==> src/rtl/frame_pkg.sv <==
// Shared framing constants and receiver state encoding for the host byte link.
// Used by the deframer now and by the frame transmitter later.
package frame_pkg;

  typedef enum logic [1:0] {
    HUNT    = 2'd0,
    DATA    = 2'd1,
    ESCAPE  = 2'd2,
    DISCARD = 2'd3
  } rx_state_e;

  localparam logic [7:0] FLAG_BYTE = 8'h7E;
  localparam logic [7:0] ESC_BYTE  = 8'h7D;
  localparam logic [7:0] ESC_XMASK = 8'h20;

endpackage

==> src/rtl/frame_rx_if.sv <==
// Byte-in / frame-out bundle of the deframer; slave is the receiver side,
// master is the byte source plus frame consumer.
interface frame_rx_if #(
  parameter int MAX_BYTES = 8
);
  localparam int CW = $clog2(MAX_BYTES) + 1;

  logic [7:0]    din;
  logic          din_valid;
  logic [7:0]    dout [0:MAX_BYTES-1];
  logic [CW-1:0] len;
  logic          frame_valid;
  logic          frame_ack;
  logic          err_overflow;
  logic          err_abort;
  logic          err_drop;
  logic          busy;

  modport master (
    output din, din_valid, frame_ack,
    input  dout, len, frame_valid, err_overflow, err_abort, err_drop, busy
  );

  modport slave (
    input  din, din_valid, frame_ack,
    output dout, len, frame_valid, err_overflow, err_abort, err_drop, busy
  );

endinterface

==> src/rtl/frame_rx.sv <==
// Byte-stuffed frame receiver: frame published the edge its closing FLAG is sampled.
// No input stall; a frame closing while the holding register is unacked is dropped.
module frame_rx
  import frame_pkg::*;
#(
  parameter int         MAX_BYTES = 8,
  parameter logic [7:0] FLAG      = FLAG_BYTE,
  parameter logic [7:0] ESC       = ESC_BYTE,
  parameter logic [7:0] XMASK     = ESC_XMASK
) (
  input  logic      clk,
  input  logic      reset,
  frame_rx_if.slave bus
);
  localparam int CW = $clog2(MAX_BYTES) + 1;

  rx_state_e     state_q, state_d;
  logic [CW-1:0] count_q, count_d;
  logic [7:0]    buf_q  [0:MAX_BYTES-1];
  logic [7:0]    buf_d  [0:MAX_BYTES-1];
  logic [7:0]    dout_q [0:MAX_BYTES-1];
  logic [7:0]    dout_d [0:MAX_BYTES-1];
  logic [CW-1:0] len_q, len_d;
  logic          fv_q, fv_d;
  logic          ovf_q, ovf_d;
  logic          abort_q, abort_d;
  logic          drop_q, drop_d;

  logic          store;
  logic [7:0]    store_val;
  logic          clear;
  logic          publish;

  always_comb begin
    state_d   = state_q;
    count_d   = count_q;
    buf_d     = buf_q;
    dout_d    = dout_q;
    len_d     = len_q;
    fv_d      = fv_q & ~bus.frame_ack;
    ovf_d     = 1'b0;
    abort_d   = 1'b0;
    drop_d    = 1'b0;
    store     = 1'b0;
    store_val = bus.din;
    clear     = 1'b0;
    publish   = 1'b0;

    if (bus.din_valid) begin
      case (state_q)
        HUNT: begin
          if (bus.din == FLAG) begin
            state_d = DATA;
            clear   = 1'b1;
          end
        end
        DATA: begin
          if (bus.din == FLAG) begin
            // closing flag doubles as the opener of the next frame
            publish = (count_q != '0);
            clear   = 1'b1;
          end else if (bus.din == ESC) begin
            state_d = ESCAPE;
          end else begin
            store = 1'b1;
          end
        end
        ESCAPE: begin
          if (bus.din == FLAG) begin
            abort_d = 1'b1;
            state_d = DATA;
            clear   = 1'b1;
          end else begin
            store     = 1'b1;
            store_val = bus.din ^ XMASK;
          end
        end
        DISCARD: begin
          if (bus.din == FLAG) begin
            state_d = DATA;
            clear   = 1'b1;
          end
        end
        default: state_d = HUNT;
      endcase
    end

    if (store) begin
      if (count_q < CW'(MAX_BYTES)) begin
        for (int i = 0; i < MAX_BYTES; i++) begin
          if (count_q == CW'(i)) buf_d[i] = store_val;
        end
        count_d = count_q + CW'(1);
        state_d = DATA;
      end else begin
        ovf_d   = 1'b1;
        state_d = DISCARD;
      end
    end

    // publish reads the pre-clear buffer, so ordering against clear is safe
    if (publish) begin
      if (!fv_q || bus.frame_ack) begin
        dout_d = buf_q;
        len_d  = count_q;
        fv_d   = 1'b1;
      end else begin
        drop_d = 1'b1;
      end
    end

    if (clear) begin
      count_d = '0;
      buf_d   = '{default: 8'h00};
    end
  end

  always_ff @(posedge clk or posedge reset) begin
    if (reset) begin
      state_q <= HUNT;
      count_q <= '0;
      buf_q   <= '{default: 8'h00};
      dout_q  <= '{default: 8'h00};
      len_q   <= '0;
      fv_q    <= 1'b0;
      ovf_q   <= 1'b0;
      abort_q <= 1'b0;
      drop_q  <= 1'b0;
    end else begin
      state_q <= state_d;
      count_q <= count_d;
      buf_q   <= buf_d;
      dout_q  <= dout_d;
      len_q   <= len_d;
      fv_q    <= fv_d;
      ovf_q   <= ovf_d;
      abort_q <= abort_d;
      drop_q  <= drop_d;
    end
  end

  assign bus.dout         = dout_q;
  assign bus.len          = len_q;
  assign bus.frame_valid  = fv_q;
  assign bus.err_overflow = ovf_q;
  assign bus.err_abort    = abort_q;
  assign bus.err_drop     = drop_q;
  assign bus.busy         = (state_q == ESCAPE) || (state_q == DISCARD) ||
                            ((state_q == DATA) && (count_q != '0));

endmodule

==> src/flat_wrapper.sv <==
// flat-port wrapper written by rule: the top's interface ports become plain ports
module frame_rx_flat import frame_pkg::*;
#(
  parameter int         MAX_BYTES = 8,
  parameter logic [7:0] FLAG      = FLAG_BYTE,
  parameter logic [7:0] ESC       = ESC_BYTE,
  parameter logic [7:0] XMASK     = ESC_XMASK
)
  (clk, reset, bus_din, bus_din_valid, bus_frame_ack, bus_dout, bus_len, bus_frame_valid, bus_err_overflow, bus_err_abort, bus_err_drop, bus_busy);
  frame_rx_if #(.MAX_BYTES(MAX_BYTES)) bus_i ();
  input  logic clk;
  input  logic reset;
  input wire logic [$bits(bus_i.din)-1:0] bus_din;
  input wire logic [$bits(bus_i.din_valid)-1:0] bus_din_valid;
  input wire logic [$bits(bus_i.frame_ack)-1:0] bus_frame_ack;
  output wire logic [$bits(bus_i.dout)-1:0] bus_dout;
  output wire logic [$bits(bus_i.len)-1:0] bus_len;
  output wire logic [$bits(bus_i.frame_valid)-1:0] bus_frame_valid;
  output wire logic [$bits(bus_i.err_overflow)-1:0] bus_err_overflow;
  output wire logic [$bits(bus_i.err_abort)-1:0] bus_err_abort;
  output wire logic [$bits(bus_i.err_drop)-1:0] bus_err_drop;
  output wire logic [$bits(bus_i.busy)-1:0] bus_busy;
  assign bus_i.din = bus_din;
  assign bus_i.din_valid = bus_din_valid;
  assign bus_i.frame_ack = bus_frame_ack;
  assign bus_dout = {>>{bus_i.dout}};
  assign bus_len = bus_i.len;
  assign bus_frame_valid = bus_i.frame_valid;
  assign bus_err_overflow = bus_i.err_overflow;
  assign bus_err_abort = bus_i.err_abort;
  assign bus_err_drop = bus_i.err_drop;
  assign bus_busy = bus_i.busy;
  frame_rx #(.MAX_BYTES(MAX_BYTES), .FLAG(FLAG), .ESC(ESC), .XMASK(XMASK)) u_core (.clk(clk), .reset(reset), .bus(bus_i));
endmodule
==> config.mk <==
export PLATFORM = sky130hd
export DESIGN_NAME = frame_rx_flat
export DESIGN_NICKNAME = d
export VERILOG_FILES = /design/src/rtl/frame_pkg.sv /design/src/rtl/frame_rx_if.sv /design/src/rtl/frame_rx.sv /design/src/flat_wrapper.sv
export SDC_FILE = /design/constraint.sdc
export NUM_CORES = 1
export LEC_CHECK = 0
export CORE_MARGIN = 2
export CORE_UTILIZATION = 45
export DETAILED_ROUTE_END_ITERATION = 16
export PLACE_DENSITY = 0.73
export SLEW_MARGIN = 20
export SYNTH_ARGS = -nofsm -noshare
export SYNTH_HDL_FRONTEND = slang
export SYNTH_SLANG_ARGS = --single-unit
==> constraint.sdc <==
create_clock -name clk -period 15.04 [get_ports clk]
set_clock_uncertainty 0.15 [all_clocks]
set_input_delay 3.008 -clock clk [delete_from_list [all_inputs] [get_ports clk]]
set_output_delay 3.008 -clock clk [all_outputs]
set_load 0.05 [all_outputs]
[After elaboration in Yosys (flattened, before gate mapping)]
Index checks and enable logic that the tools add are counted.
Cells by class
  add/sub/neg operators: 1
  magnitude comparators: 1
  eq/ne operators: 15
  multiplexer cells: 43
  bitwise gates (word level): 3
  reduce and logical (&&, ||, !) cells: 32
Operators with widths (count)
  64-bit 2-to-1 mux: 3
  8-bit 2-to-1 mux: 8
  3-bit AND reduction: 8
  2-bit nonzero test: 11
  1-bit 2-to-1 mux: 18
  6-bit 2-to-1 mux: 3
  4-bit by 3-bit equality test with 1-bit output (second input constant): 4
  8-bit by 7-bit equality test with 1-bit output (second input constant): 2
  2-bit 2-to-1 mux: 6
  4-bit 2-to-1 mux: 3
  4-bit by 2-bit equality test with 1-bit output (second input constant): 2
  3-bit by 1-bit != test with 1-bit output (second input constant): 2
  4-bit by 1-bit adder with 4-bit output (second input constant): 1
  2-bit equality test (second input constant): 2
  4-bit by 1-bit equality test with 1-bit output (second input constant): 1
  4-bit logical NOT: 1
  4-bit less-than comparator (second input constant): 1
  2-bit case mux with 2 select lines: 1
  2-bit AND reduction: 2
  4-bit AND reduction: 1
  4-bit nonzero test: 1
  4-bit OR reduction: 1
  1-bit logical OR: 3
  3-bit by 2-bit != test with 1-bit output (second input constant): 1
  8 further kinds: 9
Word-level totals
  bits in registers: 142

[Longest topological paths before layout]
Gate-level depths: netlist of run 1.
  depth in word-level cells: 8
  gate-level depth with buffers: 9
  mapped depth without buffers: 6

[Worst setup path before layout of run 1]
No wires, ideal clock.
  kind: input port to flip-flop
  from: in bus_din[7]
  to: reg u_core.dout_q (netlist bit u_core.bus.dout[40])
  setup time: 0.125 ns
  arrival: 4.423 ns
  required time: 14.765 ns
  path slack: 10.342 ns
  stages: 8
  buffers on the path: 4
  cells stage by stage: buf_2 -> nand4b_4 -> nor3_2 -> and3_1 -> buf_4 -> buf_8 -> buf_12 -> mux2_4
Between the ends
  cells in the longest elaborated chain, start to end: 5
RTL lines
  start, declared: RTL line flat_wrapper.sv:13  | input wire logic [$bits(bus_i.din)-1:0] bus_din;
  8-bit by 7-bit equality test with 1-bit output: RTL line frame_rx.sv:58  | if (bus.din == FLAG) begin
  1-bit 2-to-1 mux: RTL line frame_rx.sv:58
  1-bit 2-to-1 mux: RTL line frame_rx.sv:50  | case (state_q)
  1-bit 2-to-1 mux: RTL line frame_rx.sv:49  | if (bus.din_valid) begin
  2-bit AND reduction (no line)
  end signal, assigned: RTL line frame_rx.sv:133  | dout_q <= dout_d;
  end, declared: RTL line frame_rx.sv:21  | logic [7:0] dout_q [0:MAX_BYTES-1];
Every way passes these cells.
A chain may end at the register's enable or synchronous reset.

[Worst setup path in the final report of run 1]
  from: in bus_din[2]
  to: reg u_core.len_q[2], in the netlist u_core.bus.len[2]
Between the ends
  cells in the longest elaborated chain, start to end: 5
RTL lines
  8-bit by 7-bit equality test with 1-bit output: RTL line frame_rx.sv:58
  1-bit 2-to-1 mux: RTL line frame_rx.sv:58
  1-bit 2-to-1 mux: RTL line frame_rx.sv:50
  1-bit 2-to-1 mux: RTL line frame_rx.sv:49
  2-bit AND reduction (no line)
  end signal, assigned: RTL line frame_rx.sv:134  | len_q <= len_d;
  end, declared: RTL line frame_rx.sv:23  | logic [CW-1:0] len_q, len_d;
Every way passes these cells.

==> reports/summary.txt, run 1 <==
=====================================================================================
Gr usage total                                                                  0.203
ANT nets after route                                                                0
Biggest fanout along the worst timing path                                         35
CTS Sinks                                                                         142
End of the critical path                                                 u_core.bus.len[2]
Detailed-routing wirelength on met1                                           6.12 mm
Kind of end point of the critical path                                       register
Post-CTS Setup Repair Bufs                                                          0
Final critical path time including I/O delays and setup                       5.84 ns
Initial antenna violation count                                                     0
Source of the critical timing path                                         bus_din[2]
Top-level I/O count                                                                85
Initial Utilization                                                             0.464
Ys Warns                                                                            0
Post-cts hold buffer count                                                          0
Number of endpoints failing setup at the final stage                                0
Critical path launch point type                                            input port
Maximum count of clock buffers along a single path                                  2
Insertion delay to the later sink of the worst-skew pair                      0.42 ns
Routed len/inst                                                               17.7 µm
TritonCTS clock tree                                                             done
NumNets Final                                                                     616
Most area-consuming cells after synthesis                                dfrtp_1 (57%), mux2_2 (8.7%), mux2_4 (4.8%), nand3_1 (4.1%), o21ai_0 (4.1%)
Number of iterations in the first detailed-routing pass                             5
Area inside the core boundary                                               13400 µm²
Site row count                                                                     42
Total negative slack                                                             0 ns
Highest Clock Rate                                                            171 MHz
Area Overhead vs Synth                                                          23.3%
Post-Syn Area                                                                6220 µm²
Number of unique standard cell types used by synthesis                             41
Async set or reset register ratio after synthesis                                1.00
Number of synthesized flops with an enable pin                                      0
Minimum setup slack among reg-to-reg paths                                   11.96 ns
Placed cells                                                                      753
Avg Synthesized Cell Area                                                    11.8 µm²
CTS H-tree lvls                                                                     4
Total clock buffers created by CTS                                                 17
Endpoint of the lowest-slack register-to-register path                   u_core.bus.len[2]
Cell leakage power                                                            3.47 nW
Last weighted congestion value of the routability-driven placer                 0.871
Dpl hpwl                                                                      9.48 mm
Final instance count without filler cells                                         785
Kind of critical path                                                    input port to register
Routed wire length                                                            13.9 mm
Overflow left after global routing                                                  0
CP Data Required Time                                                        15.20 ns
Post-route total power                                                       0.965 mW
Fraction of final layout cells with drive strength greater than 1               0.187
RSZ-0062 raised after global routing                                            false
Leading post-synthesis cells by instance count                           dfrtp_1 (142), nand3_1 (51), o21ai_0 (51), mux2_2 (48), a21oi_1 (39)
Die area                                                                    14800 µm²
Post-synthesis sequential element count                                           142
R2r startpoint                                                           u_core.count_q[0]
Detail Route met3 WL                                                           751 µm
Worst Reg-to-Reg Cells                                                              7
Largest net degree at the start of global routing                                  89
Top Layer Used                                                                   met4
Count of input and output buffers                                                  84
Mapped Nets                                                                       547
Post-route fraction of the period consumed by the critical path                 0.388
Width of the die                                                               122 µm
Average vias per placed instance                                                 5.52
Wire length of the first global-routing pass                                  23.0 mm
Count of routing violations after the opening detailed-route iteration            355
CTS root buf                                                                clkbuf_16
Maximum resistive drop on vdd                                                 61.2 µV
Most frequent cell after synthesis                                            dfrtp_1
Worst-case headroom to the max-slew limit                                       0.301
Seq/Total Area, Yosys                                                           0.571
Most used DFF post-synth                                                      dfrtp_1
Hold Fails Final Rpt                                                                0
Share of the synthesized area in the top cell type                              0.571
Run status                                                               complete, no violations
Type of the worst min-delay path                                         register to register
Cells after Synth                                                                 527
Chip Height                                                                    122 µm
Cell type contributing the most total cell area after synthesis               dfrtp_1
Total vias in the final route                                                    4331
Transition time at the pin with the least slew margin                         1.04 ns
Slew Limit Fails                                                                    0
DRC violations left                                                                 0
Antenna cell count                                                                  0
Vias in the first global route                                                   4327
Number of gates resized after cts                                                   0
Max-cap violations                                                                  0
Ratio of total power to cell area                                          126 nW/µm²
DR WL met2                                                                    6.78 mm
Endpoint arrival time on the critical path                                    6.00 ns
Worst-path clk slew                                                           0.06 ns
=====================================================================================
-- kinds of logic after synthesis --
logic type               after synthesis  share of synthesized area
AO/OA/AOI/OAI                        107                     0.0943
AND/OR/NAND/NOR                      140                      0.119
adder cells (fa/ha/maj)                8                     0.0161
flip-flops                           142                      0.571
multiplexers                          83                      0.159
buffers and inverters                 47                     0.0408
-- report_power, final --
part	internal (mW)	switching, mW	total (mW)	leakage, nW
Sequential	0.408	0.0214	0.430	1.97
Combinational	0.0528	0.0929	0.146	1.23
Clock	0.239	0.150	0.389	0.272
-- metrics by stage --
| stage | hold WS [ns] | setup WS [ns] | area, µm² | util |
|---|---|---|---|---|
| global route | 0.368 | 9.00 | 7670 | 0.573 |
| detailed placement | 0.345 | 8.74 | 7120 | 0.531 |
| floorplan | 0.323 | 8.07 | 6220 | - |
| global placement | 0.340 | 8.91 | 7120 | 0.531 |
| finish | 0.349 | 9.20 | 7670 | 0.573 |
| CTS | 0.354 | 9.17 | 7660 | 0.572 |
-- per-layer routing --
layer  vias to the layer above  GRT usage
li1                       2005          -
met3                        26     0.0473
met2                       148      0.321
met4                         0     0.0697
met1                      2152      0.279
met5                         -          0
-- worst min-delay path by stage --
stage	cells past startpoint	slack (ns)	end	startpoint
floorplan	1	0.32	u_core.bus.dout[10]	u_core.buf_q[10]
global placement	1	0.34	u_core.bus.dout[1]	u_core.buf_q[1]
detailed placement	1	0.35	u_core.bus.dout[22]	u_core.bus.dout[22]
CTS	1	0.35	u_core.bus.dout[60]	u_core.buf_q[60]
global route	1	0.37	u_core.bus.dout[1]	u_core.buf_q[1]
finish	1	0.35	u_core.bus.dout[60]	u_core.buf_q[60]
-- registers in the layout, summed over array words and instances, names as in the netlist --
name	flops
u_core.buf_q	64
u_core.bus.dout	64
u_core.bus.len	4
u_core.count_q	4
u_core.state_q	2
u_core.bus.err_abort	1
u_core.bus.err_drop	1
u_core.bus.err_overflow	1
u_core.bus.frame_valid	1
-- worst max-delay path, cell delays in order --
cell             delay [ns]
clkdlybuf4s50_1        0.77
nand3_1                0.29
nor3_4                 0.19
and3_2                 0.71
buf_4                  0.58
mux2_2                 0.40
-- layout by cell type, fill, tap and decap left out, types with 8 or more instances in the layout --
cell type and n:
dfrtp_1 142, clkdlybuf4s50_1 84, o21ai_0 51, nand3_1 51, mux2_2 48, a21oi_1 39
nand2_1 33, mux2_4 20, clkbuf_16 17, mux2i_1 15, nor2_1 14, ha_1 8
-- cell type report --
cell class / count / area [µm²]
multi-input combinational: 338 / 2440
clock inverter: 6 / 58.8
clock buffer: 26 / 489
timing repair buffer: 89 / 882
inverter: 8 / 35.0
tap: 176 / 220
sequential: 142 / 3550
fill: 1099 / 5730
(Power assumes the default switching activity.)
==> run 2, diff against run 1 <==
clock period = 6.02 ns   (was 15.04 ns; I/O delays follow)
==> run 2 against run 1 <==
  * Sequential power grew 150%
  * Combinational power rose to 2.5 times the previous value
  * Sequential share of layout area is 0.39 points lower
  * First-iteration DRC count down 9.0%
  * Worst setup slack got worse by 7.0 ns
  * Via count is 0.67% higher
  * Largest cell class unchanged
==> reports/summary.txt, run 2 (same netlist as run 1, synthesis figures left out) <==
=====================================================================================
Last weighted congestion value of the routability-driven placer                 0.830
NumNets Final                                                                     618
Kind of critical path                                                    register to output pin
Antenna cell count                                                                  0
Initial Utilization                                                             0.464
Post-CTS Setup Repair Bufs                                                          0
Worst-case setup margin in the final layout                                   2.18 ns
CP Data Required Time                                                         4.67 ns
RSZ-0062 raised after global routing                                            false
Ratio of total power to cell area                                          322 nW/µm²
ANT nets after route                                                                0
CTS Sinks                                                                         142
TritonCTS clock tree                                                             done
Routed wire length                                                            14.4 mm
Count of input and output buffers                                                  84
Number of endpoints failing setup at the final stage                                0
Wire length of the first global-routing pass                                  23.5 mm
Post-route fraction of the period consumed by the critical path                 0.638
Highest Clock Rate                                                            260 MHz
Max-cap violations                                                                  0
Worst-path clk slew                                                           0.05 ns
Worst setup slack after placement                                             1.91 ns
Total negative slack                                                             0 ns
Area Overhead vs Synth                                                          24.4%
Cell leakage power                                                            3.51 nW
Biggest fanout along the worst timing path                                          7
Maximum resistive drop on vdd                                                  160 µV
Width of the die                                                               122 µm
Initial antenna violation count                                                     0
Total vias in the final route                                                    4360
Routed len/inst                                                               18.3 µm
Kind of end point of the critical path                                     output pin
DRC violations left                                                                 0
Transition time at the pin with the least slew margin                         1.07 ns
Post-cts hold buffer count                                                          0
Post-route total power                                                        2.49 mW
Top library cells by usage in the layout, fill and taps aside            dfrtp_1 (142), clkdlybuf4s50_1 (84), o21ai_0 (51), nand3_1 (51), mux2_2 (48)
Type of the worst min-delay path                                         register to register
Commonest non-fill, non-tap cell in the layout                                dfrtp_1
Average vias per placed instance                                                 5.54
CTS root buf                                                                clkbuf_16
Worst-case headroom to the max-slew limit                                       0.282
Number of iterations in the first detailed-routing pass                             5
Top-level I/O count                                                                85
Count of routing violations after the opening detailed-route iteration            323
Gr usage total                                                                  0.210
Dpl hpwl                                                                      9.52 mm
Insertion delay to the later sink of the worst-skew pair                      0.41 ns
Endpoint arrival time on the critical path                                    2.49 ns
Fraction of final layout cells with drive strength greater than 1               0.193
Final critical path time including I/O delays and setup                       3.84 ns
Area inside the core boundary                                               13400 µm²
Overflow left after global routing                                                  0
Number of gates resized after cts                                                   0
CTS H-tree lvls                                                                     4
Slew Limit Fails                                                                    0
Largest net degree at the start of global routing                                 107
Vias in the first global route                                                   4426
Site row count                                                                     42
Hold Fails Final Rpt                                                                0
Total clock buffers created by CTS                                                 17
Critical path launch point type                                              register
Die area                                                                    14800 µm²
Chip Height                                                                    122 µm
Maximum count of clock buffers along a single path                                  2
Run status                                                               complete, no violations
=====================================================================================
## run 2: cell types whose count changed in the layout (fill, tap and decap cells not counted), sizes merged
cell and change:
clkbuf -4, buf +2, clkinvlp +2, bufinv +2
## run 2: where the power goes
group	total, mW	internal [mW]	switching, mW
Clock	1.05	0.672	0.382
Sequential	1.07	1.02	0.0543
Combinational	0.365	0.132	0.233
## run 2: critical path, stage by stage, from the launching register on
cell and delay [ns]:
dfrtp_1 0.45, inv_1 0.11, ha_1 0.20, nand2b_4 0.08, o21a_1 0.21, or3_1 0.32, clkdlybuf4s50_1 0.71
## run 2: final timing paths
path | from | end | slack, ns | cells past startpoint
min | u_core.buf_q[41] | u_core.bus.dout[41] | 0.35 | 1
max in group asynchronous | reset | u_core.buf_q[26] | 3.40 | 3
min in group asynchronous | reset | u_core.bus.dout[8] | 1.22 | 2
max reg2reg | u_core.state_q[0] | u_core.state_q[1] | 3.26 | 7
max | u_core.count_q[0] | bus_busy | 2.18 | 6
min reg2reg | u_core.buf_q[41] | u_core.bus.dout[41] | 0.35 | 1
## run 2: area by class of cell
cell class	instances	area (µm²)
Clock buffer	22	464
Clock inverter	10	138
Fill cell	1106	5660
Inverter	8	35.0
Multi-Input combinational cell	338	2440
Sequential cell	142	3550
Tap cell	176	220
Timing Repair Buffer	91	893
## run 2: layer usage
metal / vias to the layer above / track usage / part of all wire
met5: - / 0 / 0
met4: 0 / 0.0733 / 0.017
met3: 21 / 0.0520 / 0.051
met2: 128 / 0.325 / 0.47
met1: 2198 / 0.289 / 0.46
li1: 2013 / - / -
## run 2: stage by stage
stage	util	instances	instance area (µm²)	hold slack [ns]
floorplan	-	527	6220	0.323
global placement	0.532	755	7130	0.337
detailed placement	0.533	755	7140	0.341
CTS	0.577	787	7740	0.351
global route	0.578	787	7740	0.368
finish	0.578	787	7740	0.352
==> run 3, diff against run 2 <==
PLACE_DENSITY = 0.75   (was 0.73)
clock period = 3.4 ns   (was 6.02 ns; I/O delays follow)
==> run 3 against run 2 <==
  * Register-to-register slack worse by 2.4 ns
  * Combinational power up 83%
  * First-iteration DRC count up 6.2%
  * Worst setup slack worse by 1.7 ns
  * Cell count up 2.3%
  * Utilization up 1.0 points
  * Count of clock-buffer cells in the layout down 3
  * Sequential share of layout area down 0.78 points
  * Worst hold slack better by 0.0023 ns
==> reports/summary.txt, run 3 (same netlist as run 1, synthesis figures left out) <==
=====================================================================================
Run status                                                               complete, no violations
Area inside the core boundary                                               13400 µm²
Top library cells by usage in the layout, fill and taps aside            dfrtp_1 (142), clkdlybuf4s50_1 (83), o21ai_0 (51), nand3_1 (51), mux2_2 (48)
Maximum count of clock buffers along a single path                                  2
Biggest fanout along the worst timing path                                          7
Cell leakage power                                                            3.60 nW
Width of the die                                                               122 µm
Worst-case headroom to the max-slew limit                                       0.507
Max-cap violations                                                                  0
DRC violations left                                                                 0
Worst-case setup margin in the final layout                                  0.436 ns
Worst-path clk slew                                                           0.06 ns
Instance count on the critical path                                                 6
Site row count                                                                     42
Type of the worst min-delay path                                         register to register
Last weighted congestion value of the routability-driven placer                 0.867
Kind of critical path                                                    register to output pin
Total clock buffers created by CTS                                                 17
CP Data Required Time                                                         2.57 ns
Post-route fraction of the period consumed by the critical path                 0.872
Transition time at the pin with the least slew margin                        0.733 ns
Antenna cell count                                                                  0
Final critical path time including I/O delays and setup                       2.96 ns
Hold Fails Final Rpt                                                                0
Average vias per placed instance                                                 5.63
NumNets Final                                                                     636
Post-route total power                                                        4.37 mW
Highest Clock Rate                                                            337 MHz
Overflow left after global routing                                                  0
Endpoint arrival time on the critical path                                    2.13 ns
Maximum resistive drop on vdd                                                  337 µV
Kind of end point of the critical path                                     output pin
Minimum setup slack among reg-to-reg paths                                    0.86 ns
R2r startpoint                                                           u_core.state_q[0]
Total negative slack                                                             0 ns
Fraction of final layout cells with drive strength greater than 1               0.213
Critical-path cell list                                                  inv_1 > ha_1 > nand2b_4 > o21a_1 > or3_1 > dlymetal6s2s_1
Wire length of the first global-routing pass                                  23.6 mm
Largest incremental delay on the critical path                                0.45 ns
Count of routing violations after the opening detailed-route iteration            343
Crit path max-delay family                                                 flip-flops
Commonest non-fill, non-tap cell in the layout                                dfrtp_1
Number of iterations in the first detailed-routing pass                             5
Slew Limit Fails                                                                    0
Total vias in the final route                                                    4530
Initial Utilization                                                             0.464
Count of input and output buffers                                                  84
Routed len/inst                                                               18.2 µm
RSZ-0062 raised after global routing                                            false
Die area                                                                    14800 µm²
TritonCTS clock tree                                                             done
CTS H-tree lvls                                                                     4
Gr usage total                                                                  0.209
CTS root buf                                                                clkbuf_16
Max stage delay cell, worst path                                              dfrtp_1
Dpl hpwl                                                                      9.92 mm
CP Buf/Inv Count                                                                    2
Vias in the first global route                                                   4555
Worst Reg-to-Reg Cells                                                              6
ANT nets after route                                                                0
Insertion delay to the later sink of the worst-skew pair                      0.43 ns
Worst setup slack after placement                                            0.373 ns
Largest net degree at the start of global routing                                 101
Ratio of total power to cell area                                          555 nW/µm²
Area Overhead vs Synth                                                          26.5%
Top-level I/O count                                                                85
Source of the critical timing path                                       u_core.count_q[0]
Post-cts hold buffer count                                                          0
CTS Sinks                                                                         142
Critical path launch point type                                              register
Chip Height                                                                    122 µm
Initial antenna violation count                                                     0
End of the critical path                                                     bus_busy
Endpoint of the lowest-slack register-to-register path                   u_core.buf_q[17]
Routed wire length                                                            14.6 mm
Number of endpoints failing setup at the final stage                                0
=====================================================================================
==> run 3: how the worst min path moves through the flow <==
stage                              from             endpoint  depth (start not counted)  slack [ns]
finish              u_core.bus.dout[63]  u_core.bus.dout[63]                          1        0.35
global route           u_core.buf_q[62]  u_core.bus.dout[62]                          1        0.37
CTS                 u_core.bus.dout[63]  u_core.bus.dout[63]                          1        0.36
detailed placement     u_core.buf_q[62]  u_core.bus.dout[62]                          1        0.34
global placement       u_core.buf_q[14]  u_core.bus.dout[14]                          1        0.33
floorplan              u_core.buf_q[10]  u_core.bus.dout[10]                          1        0.32
==> run 3: per-layer routing <==
| layer | share of wire | global-route usage | wire length (µm) | vias up |
|---|---|---|---|---|
| met4 | 0.024 | 0.0891 | 349 | 0 |
| met1 | 0.43 | 0.276 | 6270 | 2270 |
| met2 | 0.48 | 0.326 | 7040 | 188 |
| met5 | 0 | 0 | 0 | - |
| met3 | 0.066 | 0.0576 | 959 | 29 |
| li1 | - | - | - | 2043 |
==> run 3: stage by stage <==
stage / cell area, µm² / util / cells / hold slack (ns)
3_3_place_gp: 7300 / 0.545 / 773 / 0.335
6_report: 7870 / 0.588 / 805 / 0.354
4_1_cts: 7870 / 0.587 / 805 / 0.359
5_1_grt: 7870 / 0.588 / 805 / 0.368
2_1_floorplan: 6230 / - / 527 / 0.323
3_5_place_dp: 7300 / 0.545 / 773 / 0.342
==> run 3: worst reg2reg max path, stage by stage, from the launching register on <==
cell      delay (ns)
dfrtp_1         0.43
inv_1           0.07
ha_1            0.43
nand2b_1        0.30
or3_1           0.47
nor2_1          0.32
mux2i_1         0.27
==> run 3: layout make-up <==
cell class / instances / area, µm²
Clock buffer: 19 / 433
Clock inverter: 13 / 141
Fill cell: 1094 / 5530
Inverter: 8 / 33.8
Multi-Input combinational cell: 338 / 2420
Sequential cell: 142 / 3550
Tap cell: 176 / 220
Timing Repair Buffer: 109 / 1070
==> run 3: repair_timing <==
| action | 4_1_cts | 5_1_grt |
|---|---|---|
| setup endpoints to repair | 0 | 1 |
| buffers inserted | 0 | 0 |
| gates resized for setup | 0 | 1 |
==> run 3: where the power goes <==
group	internal [mW]	switching [mW]	leakage, nW	total [mW]
clock network	1.08	0.721	0.274	1.80
registers	1.81	0.0978	1.97	1.90
logic	0.249	0.419	1.36	0.668
total	3.14	1.24	3.60	4.37
